### src/rtl/pc_next_unit_pkg.sv
// Shared definitions for the program-counter unit: FSM encodings and default vectors.
package pc_next_unit_pkg;

  typedef enum logic [1:0] {
    ST_IDLE = 2'd0,
    ST_RUN  = 2'd1,
    ST_HALT = 2'd2
  } state_e;

  localparam logic [31:0] RESET_VEC_DEF = 32'h0000_0000;
  localparam logic [31:0] TRAP_VEC_DEF  = 32'h0000_0080;

endpackage

### src/rtl/pc_next_unit_if.sv
// Fetch-side bundle between the datapath (master) and the PC unit (slave).
interface pc_next_unit_if;
  import pc_next_unit_pkg::*;

  logic        stall_i;
  logic        branch_i;
  logic        zero_i;
  logic [31:0] offset_sl2_i;
  logic        jump_i;
  logic [25:0] jump_addr_i;
  logic [31:0] pc_o;
  logic [31:0] pc_plus4_o;
  logic        pc_valid_o;

  modport master (
    output stall_i, branch_i, zero_i, offset_sl2_i, jump_i, jump_addr_i,
    input  pc_o, pc_plus4_o, pc_valid_o
  );

  modport slave (
    input  stall_i, branch_i, zero_i, offset_sl2_i, jump_i, jump_addr_i,
    output pc_o, pc_plus4_o, pc_valid_o
  );

endinterface

### src/rtl/pc_target_mux.sv
// Combinational next-PC selection: sequential, branch and jump targets with
// jump > taken-branch > sequential priority and a misaligned-target trap.
module pc_target_mux #(
  parameter logic [31:0] TRAP_VEC = 32'h0000_0080
) (
  input  logic [31:0] pc,
  input  logic        branch,
  input  logic        zero,
  input  logic [31:0] offset_sl2,
  input  logic        jump,
  input  logic [25:0] jump_addr,
  output logic [31:0] pc_plus4,
  output logic [31:0] next_pc,
  output logic        misalign
);

  logic [31:0] br_tgt;
  logic [31:0] jmp_tgt;
  logic [31:0] sel_tgt;

  assign pc_plus4 = pc + 32'd4;
  assign br_tgt   = pc_plus4 + offset_sl2;
  assign jmp_tgt  = {pc_plus4[31:28], jump_addr, 2'b00};

  always_comb begin
    sel_tgt = pc_plus4;
    if (jump)             sel_tgt = jmp_tgt;
    else if (branch && zero) sel_tgt = br_tgt;
  end

  // jump and sequential targets are always word aligned; only a bad offset trips this
  assign misalign = (sel_tgt[1:0] != 2'b00);
  assign next_pc  = misalign ? TRAP_VEC : sel_tgt;

endmodule

### src/rtl/pc_next_unit.sv
// Program-counter register with run/halt FSM, fetch stall, sticky misalign trap
// flag and retired-instruction counter.
module pc_next_unit
  import pc_next_unit_pkg::*;
#(
  parameter logic [31:0] RESET_VEC = RESET_VEC_DEF,
  parameter logic [31:0] TRAP_VEC  = TRAP_VEC_DEF,
  parameter int          CNT_W     = 32
) (
  input  logic             clk_i,
  input  logic             rst_i,
  input  logic             start_i,
  input  logic             halt_i,
  pc_next_unit_if.slave    dp,
  output logic             misalign_o,
  output logic [CNT_W-1:0] retired_o,
  output logic [1:0]       state_o
);

  state_e           state_q, state_d;
  logic [31:0]      pc_q;
  logic [31:0]      next_pc;
  logic             tgt_misalign;
  logic             misalign_q;
  logic [CNT_W-1:0] retired_q;
  logic             pc_valid;

  pc_target_mux #(.TRAP_VEC(TRAP_VEC)) u_mux (
    .pc         (pc_q),
    .branch     (dp.branch_i),
    .zero       (dp.zero_i),
    .offset_sl2 (dp.offset_sl2_i),
    .jump       (dp.jump_i),
    .jump_addr  (dp.jump_addr_i),
    .pc_plus4   (dp.pc_plus4_o),
    .next_pc    (next_pc),
    .misalign   (tgt_misalign)
  );

  assign pc_valid = (state_q == ST_RUN) && !dp.stall_i;

  always_comb begin
    state_d = state_q;
    case (state_q)
      ST_IDLE: if (start_i)             state_d = ST_RUN;
      ST_RUN:  if (halt_i && pc_valid)  state_d = ST_HALT;
      ST_HALT: if (start_i)             state_d = ST_RUN;
      default:                          state_d = ST_IDLE;
    endcase
  end

  always_ff @(posedge clk_i) begin
    if (rst_i) begin
      state_q    <= ST_IDLE;
      pc_q       <= RESET_VEC;
      misalign_q <= 1'b0;
      retired_q  <= '0;
    end else begin
      state_q <= state_d;
      // leaving IDLE always restarts from the reset vector; HALT resumes in place
      if (state_q == ST_IDLE && start_i) begin
        pc_q <= RESET_VEC;
      end else if (pc_valid) begin
        pc_q      <= next_pc;
        retired_q <= retired_q + {{(CNT_W-1){1'b0}}, 1'b1};
        if (tgt_misalign) misalign_q <= 1'b1;
      end
    end
  end

  assign dp.pc_o       = pc_q;
  assign dp.pc_valid_o = pc_valid;
  assign misalign_o    = misalign_q;
  assign retired_o     = retired_q;
  assign state_o       = state_q;

endmodule

### src/flat_wrapper.sv
// flat-port wrapper written by rule: the top's interface ports become plain ports
module pc_next_unit_flat import pc_next_unit_pkg::*;
#(
  parameter logic [31:0] RESET_VEC = RESET_VEC_DEF,
  parameter logic [31:0] TRAP_VEC  = TRAP_VEC_DEF,
  parameter int          CNT_W     = 32
)
  (clk_i, rst_i, start_i, halt_i, misalign_o, retired_o, state_o, dp_stall_i, dp_branch_i, dp_zero_i, dp_offset_sl2_i, dp_jump_i, dp_jump_addr_i, dp_pc_o, dp_pc_plus4_o, dp_pc_valid_o);
  pc_next_unit_if dp_i ();
  input  logic clk_i;
  input  logic rst_i;
  input  logic start_i;
  input  logic halt_i;
  output logic misalign_o;
  output logic [CNT_W-1:0] retired_o;
  output logic [1:0] state_o;
  input wire logic [$bits(dp_i.stall_i)-1:0] dp_stall_i;
  input wire logic [$bits(dp_i.branch_i)-1:0] dp_branch_i;
  input wire logic [$bits(dp_i.zero_i)-1:0] dp_zero_i;
  input wire logic [$bits(dp_i.offset_sl2_i)-1:0] dp_offset_sl2_i;
  input wire logic [$bits(dp_i.jump_i)-1:0] dp_jump_i;
  input wire logic [$bits(dp_i.jump_addr_i)-1:0] dp_jump_addr_i;
  output wire logic [$bits(dp_i.pc_o)-1:0] dp_pc_o;
  output wire logic [$bits(dp_i.pc_plus4_o)-1:0] dp_pc_plus4_o;
  output wire logic [$bits(dp_i.pc_valid_o)-1:0] dp_pc_valid_o;
  assign dp_i.stall_i = dp_stall_i;
  assign dp_i.branch_i = dp_branch_i;
  assign dp_i.zero_i = dp_zero_i;
  assign dp_i.offset_sl2_i = dp_offset_sl2_i;
  assign dp_i.jump_i = dp_jump_i;
  assign dp_i.jump_addr_i = dp_jump_addr_i;
  assign dp_pc_o = dp_i.pc_o;
  assign dp_pc_plus4_o = dp_i.pc_plus4_o;
  assign dp_pc_valid_o = dp_i.pc_valid_o;
  pc_next_unit #(.RESET_VEC(RESET_VEC), .TRAP_VEC(TRAP_VEC), .CNT_W(CNT_W)) u_core (.clk_i(clk_i), .rst_i(rst_i), .start_i(start_i), .halt_i(halt_i), .dp(dp_i), .misalign_o(misalign_o), .retired_o(retired_o), .state_o(state_o));
endmodule
### config.mk
export PLATFORM = sky130hd
export DESIGN_NAME = pc_next_unit_flat
export DESIGN_NICKNAME = d
export VERILOG_FILES = /design/src/rtl/pc_next_unit_pkg.sv /design/src/rtl/pc_next_unit_if.sv /design/src/rtl/pc_target_mux.sv /design/src/rtl/pc_next_unit.sv /design/src/flat_wrapper.sv
export SDC_FILE = /design/constraint.sdc
export NUM_CORES = 1
export LEC_CHECK = 0
export BUFFER_PORTS_ARGS = -buffer_cell sky130_fd_sc_hd__buf_2
export CORE_UTILIZATION = 57
export DETAILED_ROUTE_END_ITERATION = 10
export GPL_ROUTABILITY_DRIVEN = 0
export PLACE_DENSITY = 0.92
export SYNTH_ARGS = -nofsm -noshare
export SYNTH_HDL_FRONTEND = slang
export SYNTH_SLANG_ARGS = --single-unit
### constraint.sdc
create_clock -name clk_i -period 6.4 [get_ports clk_i]
set_input_delay 0.32 -clock clk_i [delete_from_list [all_inputs] [get_ports clk_i]]
set_output_delay 0.32 -clock clk_i [all_outputs]
set_load 0.01 [all_outputs]
# Word-level counts from Yosys, hierarchy flattened
# Cells that the tools add are included.
dict set report totals {
  out_inout_bits 100
  memories 0
  mem_bits_ro 0
  input_bits 66
  wordCells 30
  latch_bits 0
  mem_bits_rw 0
  register_bits 67
}
dict set report op_classes {
  n_mul 0
  addsub 3
  bitwise 1
  shifts 0
  magnitude_cmp 0
  eq_ne 4
  n_mux 6
  reduce_logical 12
  div 0
}
# cell count
set ops {}
lappend ops {{$mux W32} 3}
lappend ops {{$add A32 B1 Y32 const B} 1}
lappend ops {{$add A32 B3 Y32 const B} 1}
lappend ops {{$add A32 B32 Y32} 1}
lappend ops {{$logic_and A1 B1 Y1} 4}
lappend ops {{$mux W2} 2}
lappend ops {{$pmux W2 S2} 1}
lappend ops {{$reduce_and A2 Y1} 2}
lappend ops {{$reduce_or A2 Y1} 2}
lappend ops {{$reduce_and A3 Y1} 1}
lappend ops {{$eq A2 B1 Y1 const B} 1}
lappend ops {{$eq A2 B2 Y1 const B} 1}
lappend ops {{$logic_not A2 Y1} 1}
lappend ops {{$ne A2 B1 Y1 const B} 1}
lappend ops {{$ne A2 B2 Y1 const B} 1}
lappend ops {{$reduce_bool A2 Y1} 1}
lappend ops {{$logic_not A1 Y1} 1}
lappend ops {{$not A1 Y1} 1}

# Longest topological paths before layout
# Gate-level depths: netlist of run 1.
dict set report logic_depth {
  ltp_word 6
  ltp_mapped 15
  depth_no_buf 15
}

# Cells and area by module
# From an unflattened synthesis of run 1, not the netlist that was laid out.
dict set report hier_totals {
  cells_unflattened 762
  area_unflattened_um2 5562.8
}
# module cells_per_inst n_inst seq_area_each_um2 area_each_um2
set by_module_without_submodules {}
lappend by_module_without_submodules {pc_target_mux 427 1 0.0 2801.4}
lappend by_module_without_submodules {pc_next_unit 335 1 1341.3 2761.4}

# Least setup slack after synthesis of run 1
# OpenSTA, ideal clock, no wires.
dict set report synth_path {
  kind {flip-flop to flip-flop}
  startpoint {register u_core.pc_q[2] (netlist: u_core.dp.pc_o[2])}
  endpoint {register u_core.pc_q[31] (netlist: u_core.dp.pc_o[31])}
  setup_time_ps 117
  path_stages_with_launch 16
  path_buffers 0
  period_less_slack_ps 3782
  arrival_ps 3665
  required_time_ps 6283
  path_slack_ps 2618
  path_cell_list {dfxtp_1 -> ha_1 -> and4_1 -> nand3_1 -> nor3_1 -> and3_1 -> xor2_1 -> ha_1 -> and2_1 -> nand2_1 -> a2bb2oi_1 -> a31oi_1 -> a2111oi_2 -> or3b_1 -> a31o_1 -> a32o_1}
}
dict set report synth_via {
  elab_chain_len 5
}
# element line_no
set synth_rtl {}
lappend synth_rtl {{start, declared} pc_next_unit.sv:21} ;# logic [31:0] pc_q;
lappend synth_rtl {{start signal, assigned} pc_next_unit.sv:64} ;# pc_q <= next_pc;
lappend synth_rtl {{$add A32 B3 Y32} pc_target_mux.sv:21} ;# assign pc_plus4 = pc + 32'd4;
lappend synth_rtl {{named net dp_pc_plus4_o[28]} flat_wrapper.sv:24} ;# output wire logic [$bits(dp_i.pc_plus4_o)-1:0] dp_pc_plus4_o;
lappend synth_rtl {{$add A32 B32 Y32} pc_target_mux.sv:22} ;# assign br_tgt = pc_plus4 + offset_sl2;
lappend synth_rtl {{$mux W32} pc_target_mux.sv:28} ;# else if (branch && zero) sel_tgt = br_tgt;
lappend synth_rtl {{$mux W32} pc_target_mux.sv:27} ;# if (jump) sel_tgt = jmp_tgt;
lappend synth_rtl {{$mux W32} pc_target_mux.sv:33} ;# assign next_pc = misalign ? TRAP_VEC : sel_tgt;
# The timed path passes the listed nets, and every way through them passes these cells.
# A chain may end at the register's enable or synchronous reset.

# Worst setup path in the final report of run 1
dict set report layout_path {
  startpoint {register u_core.pc_q[2] (netlist: u_core.dp.pc_o[2])}
  endpoint {register u_core.pc_q[31] (netlist: u_core.dp.pc_o[31])}
}
dict set report layout_via {
  elab_chain_len 5
}
# element line_no
set layout_rtl {}
lappend layout_rtl {{$add A32 B3 Y32 *} pc_target_mux.sv:21}
lappend layout_rtl {{$add A32 B32 Y32} pc_target_mux.sv:22}
lappend layout_rtl {{$mux W32} pc_target_mux.sv:28}
lappend layout_rtl {{$mux W32 *} pc_target_mux.sv:27}
lappend layout_rtl {{$mux W32 *} pc_target_mux.sv:33}
# Every way passes the cells marked *; elsewhere a longest branch is shown, timed or not.

==> run summary, run 1 <==
Synth top area share: 0.239
P_sw: 0.329 mW
final antenna-violating net count: 0
drt first-iter violations: 487
root buf cell: clkbuf_8
Tot GR Track Use: 0.330
Max Cap Violations: 0
DP HPWL: 12.7 mm
initial antenna violation count: 0
maximum vdd drop: 0.129 mV
postcts setup bufs: 0
total negative setup slack: 0 ns
vias in the first global route: 5646
layout cell share with drive strength beyond 1: 0.235
most frequent cells in the layout: 165 x buf_2, 82 x nand2_1, 75 x nor2_1
I/O pins: 166
DRC Markers: 0
die height: 101 um
Async S/R FF share, synth: 0
clock slew at reported path FFs: 0.10 ns
Layout fillers: 794
final WL: 17.2 mm
core area: 9370 sq um
CP arrival: 4.47 ns
Hold Crit Class: in2reg
Required @ worst endpoint: 6.66 ns
Tcrit/Tclk final: 0.658
dpl cells: 1008
Crit Path Class: reg2reg
post-synthesis cell count: 741
Die Wd: 101 um
final setup vio count: 0
top cells by area, synth: dfxtp_1 24%, ha_1 8.7%, xnor2_1 6.1%
Worst-Margin Slew: 1.03 ns
synth unique cells: 82
Logic pwr share: 0.188
largest area contributor in the netlist: dfxtp_1
Clock Power Share: 0.388
post-cts gate resize count: 0
Port Buf Inserts: 165
Via density: 6.18
# rows: 35
TritonCTS Sinks: 67
routed via count: 6332
total CTS buffers: 9
Pleak: 3.11 nW
largest net degree at the start of global routing: 37
Rel. slew slack: 0.316
Net Sw Frac: 0.326
register area share after synthesis: 0.239
Area Growth Syn to Fin: 19.4%
Non-Filler Instances: 1024
register share of total power: 0.424
CTS tree: yes
FMAX: 237 MHz
post-detailed-route wirelength per cell: 16.8 um
Final Critical Period: 4.21 ns
Top FF cell, synth: dfxtp_1
CP max FO: 7
syn avg cell area: 7.58 sq um
Post-synth EDFFs: 0
RSZ-0062 raised after global routing: no
Synthesis Warnings: 0
# nets final: 996
synthesized net count: 847
Power Dens Cells: 151 nW/um^2
Worst-Skew Late Latency: 0.36 ns
Startpoint Class: flip-flop
initial core utilization: 0.599
Internal: 0.682 mW
critical path endpoint category: flip-flop
die area: 10300 sq um
outcome: finished clean
global-route wire length before repair: 26.8 mm
Pins Over Slew Limit: 0
grt total ovfl: 0
Synth Cell Area: 5610 sq um
final hold vios: 0
clk buf depth: 2
commonest non-fill, non-tap cell in the layout: buf_2
first drt pass iteration count: 5
Worst Skew: 0.0164 ns
#FFs+latches synth: 67
CTS H-tree lvls: 3
Hold-fix buffers, CTS: 0
Inserted Diodes: 0
==> final cells by class <==
type | count | area, sq um | share of cell area
clock inverter | 7 | 82.6 | 0.0123
timing repair buffer | 168 | 848 | 0.127
sequential | 67 | 1340 | 0.200
clock buffer | 9 | 124 | 0.0185
multi-input combinational | 620 | 4060 | 0.605
tap | 129 | 161 | 0.0241
inverter | 24 | 90.1 | 0.0134
==> synthesized netlist by cell type, types with 3 or more instances <==
cell type and instances:
nand2b_1 9, nand4_1 15, nor2_1 75, nand2_1 82
a21oi_1 58, dfxtp_1 67, o21ai_1 12, and4_1 9
nor3b_1 3, or3_1 13, xor2_1 32, o21ai_0 39
a31oi_1 13, a32o_1 4, and2_1 8, buf_4 3
nor3_1 14, o31ai_1 5, a22oi_1 5, buf_2 5
o21bai_1 4, a21o_1 9, ha_1 39, o21a_1 3
nand3_1 26, inv_1 22, or2_2 3, nor4_1 3
o211ai_1 12, mux2i_1 3, and3_1 22, clkbuf_1 20
a211oi_1 7, xnor2_1 39
==> routing by layer <==
layer,up-vias,GRT usage,share of wire
met4,0,0.125,0.037
li1,3005,-,-
met3,64,0.0455,0.11
met5,-,0,0
met1,2870,0.446,0.41
met2,393,0.534,0.45
==> worst paths after layout <==
check	start	cells past startpoint	slack [ns]	to
worst max register to register	u_core.dp.pc_o[2]	15	2.19	u_core.dp.pc_o[31]
worst min register to register	u_core.retired_o[26]	2	0.50	u_core.retired_o[26]
worst min-delay path	dp_jump_addr_i[16]	3	0.24	u_core.dp.pc_o[18]
worst max-delay path	u_core.dp.pc_o[2]	15	2.19	u_core.dp.pc_o[31]
==> flip-flops by register name, indices dropped and copies added, names as in the netlist <==
signal,flops
u_core.dp.pc_o,32
u_core.retired_o,32
u_core.state_o,2
u_core.misalign_o,1
==> logic make-up (layout without fill, tap and decap cells) <==
logic type | count (synthesis) | after routing | share of synthesized area
AO/OA/AOI/OAI | 210 | 210 | 0.249
multiplexers | 5 | 5 | 0.00936
buffers and inverters | 54 | 208 | 0.0392
adder cells (fa/ha/maj) | 40 | 40 | 0.0905
XOR/XNOR | 71 | 71 | 0.111
flip-flops | 67 | 67 | 0.239
AND/OR/NAND/NOR | 294 | 294 | 0.262
==> power groups by stage <==
stage	Sequential [mW]	Combinational [mW]	Clock [mW]
floorplan	0.439	0.121	0
detailed placement	0.438	0.184	0
CTS	0.429	0.186	0.392
global placement	0.438	0.182	0
finish	0.429	0.190	0.392
global route	0.430	0.206	0.408
==> per-stage QoR <==
stage | util | setup WS, ns | total power [mW] | area (sq um) | hold slack (ns)
floorplan | - | 2.62 | 0.560 | 5610 | 0.494
global placement | 0.693 | 2.45 | 0.620 | 6500 | 0.479
detailed placement | 0.693 | 2.30 | 0.622 | 6500 | 0.483
CTS | 0.715 | 2.27 | 1.01 | 6710 | 0.241
global route | 0.715 | 1.91 | 1.04 | 6710 | 0.267
finish | 0.715 | 2.19 | 1.01 | 6710 | 0.243
==> critical path: stages, from the launching register on <==
cell and delay [ns]:
dfxtp_1 0.44, ha_1 0.24, and4_1 0.30, nand3_1 0.25
nor3_1 0.47, and3_1 0.28, xor2_1 0.11, ha_1 0.36
and2_1 0.26, nand2_1 0.10, a2bb2oi_1 0.13, a31oi_1 0.22
a2111oi_2 0.07, or3b_1 0.42, a31o_1 0.23, a32o_1 0.25
Power figures use the tool's default switching activity.
==> run 2, diff against run 1 <==
- CORE_UTILIZATION: 57 -> 53
- PLACE_DENSITY: 0.92 -> 0.87
- clock period: 6.4 -> 4.35 ns (I/O delays scaled with it)
==> run 2 against run 1 <==
Against the previous run: utilization is 6.0 points lower; largest cell class unchanged; combinational power rose by 48%; wire length rose by 2.0%; via count grew 0.38%; critical path type unchanged; worst hold slack worse by 0.11 ns.
==> run summary, run 2 (same netlist as run 1, synthesis figures left out) <==
CP arrival: 4.35 ns (was 4.47 ns)
global-route wire length before repair: 28.1 mm (was 26.8 mm)
Hold Path Cell Cnt: 3 (unchanged)
DP HPWL: 12.9 mm (was 12.7 mm)
post-detailed-route wirelength per cell: 17.0 um (was 16.8 um)
CP cell instances: and4_1, nand4_1, nor3_1, nand2_1, xnor2_1, ha_1, and2_1, nand2_1, a2bb2oi_1, a31oi_1, a2111oi_2, or3b_1, a31o_1, a32o_1 (was ha_1, and4_1, nand3_1, nor3_1, and3_1, xor2_1, ha_1, and2_1, nand2_1, a2bb2oi_1, a31oi_1, a2111oi_2, or3b_1, a31o_1, a32o_1)
outcome: finished clean (unchanged)
root buf cell: clkbuf_8 (unchanged)
final core occ: 0.656 (was 0.715)
critical path endpoint category: flip-flop (unchanged)
Pleak: 3.13 nW (was 3.11 nW)
Crit Path Class: reg2reg (unchanged)
most frequent cells in the layout: 165 x buf_2, 82 x nand2_1, 75 x nor2_1 (unchanged)
dpl cells: 1017 (was 1008)
Via density: 6.15 (was 6.18)
P_sw: 0.476 mW (was 0.329 mW)
Startpoint Class: flip-flop (unchanged)
first drt pass iteration count: 5 (unchanged)
clock slew at reported path FFs: 0.08 ns (was 0.10 ns)
final hold vios: 0 (unchanged)
Internal: 1.00 mW (was 0.682 mW)
drt first-iter violations: 507 (was 487)
# rows: 37 (was 35)
commonest non-fill, non-tap cell in the layout: buf_2 (unchanged)
I/O pins: 166 (unchanged)
Worst-Skew Late Latency: 0.36 ns (about the same)
core area: 10300 sq um (was 9370 sq um)
Clock Power Share: 0.383 (was 0.388)
grt total ovfl: 0 (unchanged)
vias in the first global route: 5806 (was 5646)
Die Wd: 105 um (was 101 um)
Inserted Diodes: 0 (unchanged)
Rel. slew slack: 0.475 (was 0.316)
CTS H-tree lvls: 3 (unchanged)
Worst Skew: 0.00811 ns (was 0.0164 ns)
Port Buf Inserts: 165 (unchanged)
Pins Over Slew Limit: 0 (unchanged)
DRC Markers: 0 (unchanged)
Area Growth Syn to Fin: 20.1% (was 19.4%)
Crit path largest cell delay: 0.51 ns (was 0.47 ns)
final WL: 17.5 mm (was 17.2 mm)
# nets final: 998 (was 996)
CTS tree: yes (unchanged)
postcts setup bufs: 0 (unchanged)
final antenna-violating net count: 0 (unchanged)
final setup vio count: 0 (unchanged)
CP max FO: 9 (was 7)
FMAX: 244 MHz (was 237 MHz)
Pwr Total: 1.48 mW (was 1.01 mW)
total CTS buffers: 9 (unchanged)
Power Dens Cells: 220 nW/um^2 (was 151 nW/um^2)
Worst-Margin Slew: 0.784 ns (was 1.03 ns)
R2R depth: 14 (was 15)
TritonCTS Sinks: 67 (unchanged)
Non-Filler Instances: 1033 (was 1024)
Tcrit/Tclk final: 0.941 (was 0.658)
Tot GR Track Use: 0.316 (was 0.330)
maximum vdd drop: 0.175 mV (was 0.129 mV)
CP dominant cell by count: nand2_1 (was ha_1)
clk buf depth: 2 (unchanged)
Crit. path cell count: 14 (was 15)
largest net degree at the start of global routing: 37 (unchanged)
Final Critical Period: 4.09 ns (was 4.21 ns)
routed via count: 6356 (was 6332)
initial core utilization: 0.546 (was 0.599)
die height: 105 um (was 101 um)
initial antenna violation count: 0 (unchanged)
Hold Crit Class: in2reg (unchanged)
Net Sw Frac: 0.322 (was 0.326)
crit-path leading delay family: simple AND/OR/NAND/NOR gates (unchanged)
Required @ worst endpoint: 4.61 ns (was 6.66 ns)
layout cell share with drive strength beyond 1: 0.237 (was 0.235)
register share of total power: 0.426 (was 0.424)
hold slack: 0.134 ns (was 0.243 ns)
die area: 11000 sq um (was 10300 sq um)
Slowest cell on crit path: nor3_1 (unchanged)
Logic pwr share: 0.191 (was 0.188)
Max Cap Violations: 0 (unchanged)
worst path bufs/invs: 0 (unchanged)
==> run 2: changes by cell type in the layout (fill, tap and decap cells not counted) <==
cell	before	now
clkinv_4	1	0
nor3_2	2	1
nand3_1	26	25
buf_4	3	5
inv_6	2	3
nand3_2	0	1
nor3_4	1	2
==> run 2: worst min-delay path, stage by stage <==
cell	delay [ns]
buf_2	0.07
o21ai_0	0.07
o21ai_1	0.10
==> run 2: cell type report <==
class / instances / area [sq um]
clock inverter: 7 / 82.6
timing repair buffer: 170 / 863
multi-input combinational: 620 / 4070
fill: 955 / 3540
sequential: 67 / 1340
inverter: 24 / 90.1
tap: 136 / 170
clock buffer: 9 / 124
==> run 2: final timing paths <==
kind / startpoint / slack, ns / endpoint
hold / removal: dp_jump_addr_i[16] / 0.13 / u_core.dp.pc_o[18]
setup reg to reg: u_core.dp.pc_o[16] / 0.26 / u_core.dp.pc_o[31]
setup / recovery: u_core.dp.pc_o[16] / 0.26 / u_core.dp.pc_o[31]
hold reg to reg: u_core.misalign_o / 0.48 / u_core.misalign_o
==> run 2: routing by layer <==
| layer | vias to the layer above | track usage | part of all wire | wire [um] |
|---|---|---|---|---|
| met3 | 51 | 0.0630 | 0.093 | 1630 |
| met2 | 337 | 0.522 | 0.46 | 8010 |
| met5 | - | 0 | 0 | 0 |
| li1 | 3009 | - | - | - |
| met4 | 0 | 0.108 | 0.029 | 510 |
| met1 | 2959 | 0.411 | 0.42 | 7400 |
==> run 2: stage by stage <==
step / setup WS [ns] / instance area [sq um] / setup TNS [ns]
floorplan: 0.568 / 5610 / 0
global placement: 0.420 / 6520 / 0
detailed placement: 0.215 / 6520 / 0
CTS: 0.180 / 6720 / 0
global route: -0.0165 / 6740 / -0.0165
finish: 0.258 / 6740 / 0
==> run 2: power groups by stage <==
stage | clock, mW | combinational [mW] | sequential, mW
CTS | 0.572 | 0.276 | 0.630
global route | 0.593 | 0.306 | 0.632
detailed placement | 0 | 0.274 | 0.645
finish | 0.567 | 0.282 | 0.631
global placement | 0 | 0.271 | 0.644
floorplan | 0 | 0.178 | 0.646
==> run 2: what timing repair did <==
item | 4_1_cts | 5_1_grt
hold buffers | 0 | 0
endpoints found under the setup margin | 0 | 1
gates resized for setup | 0 | 3
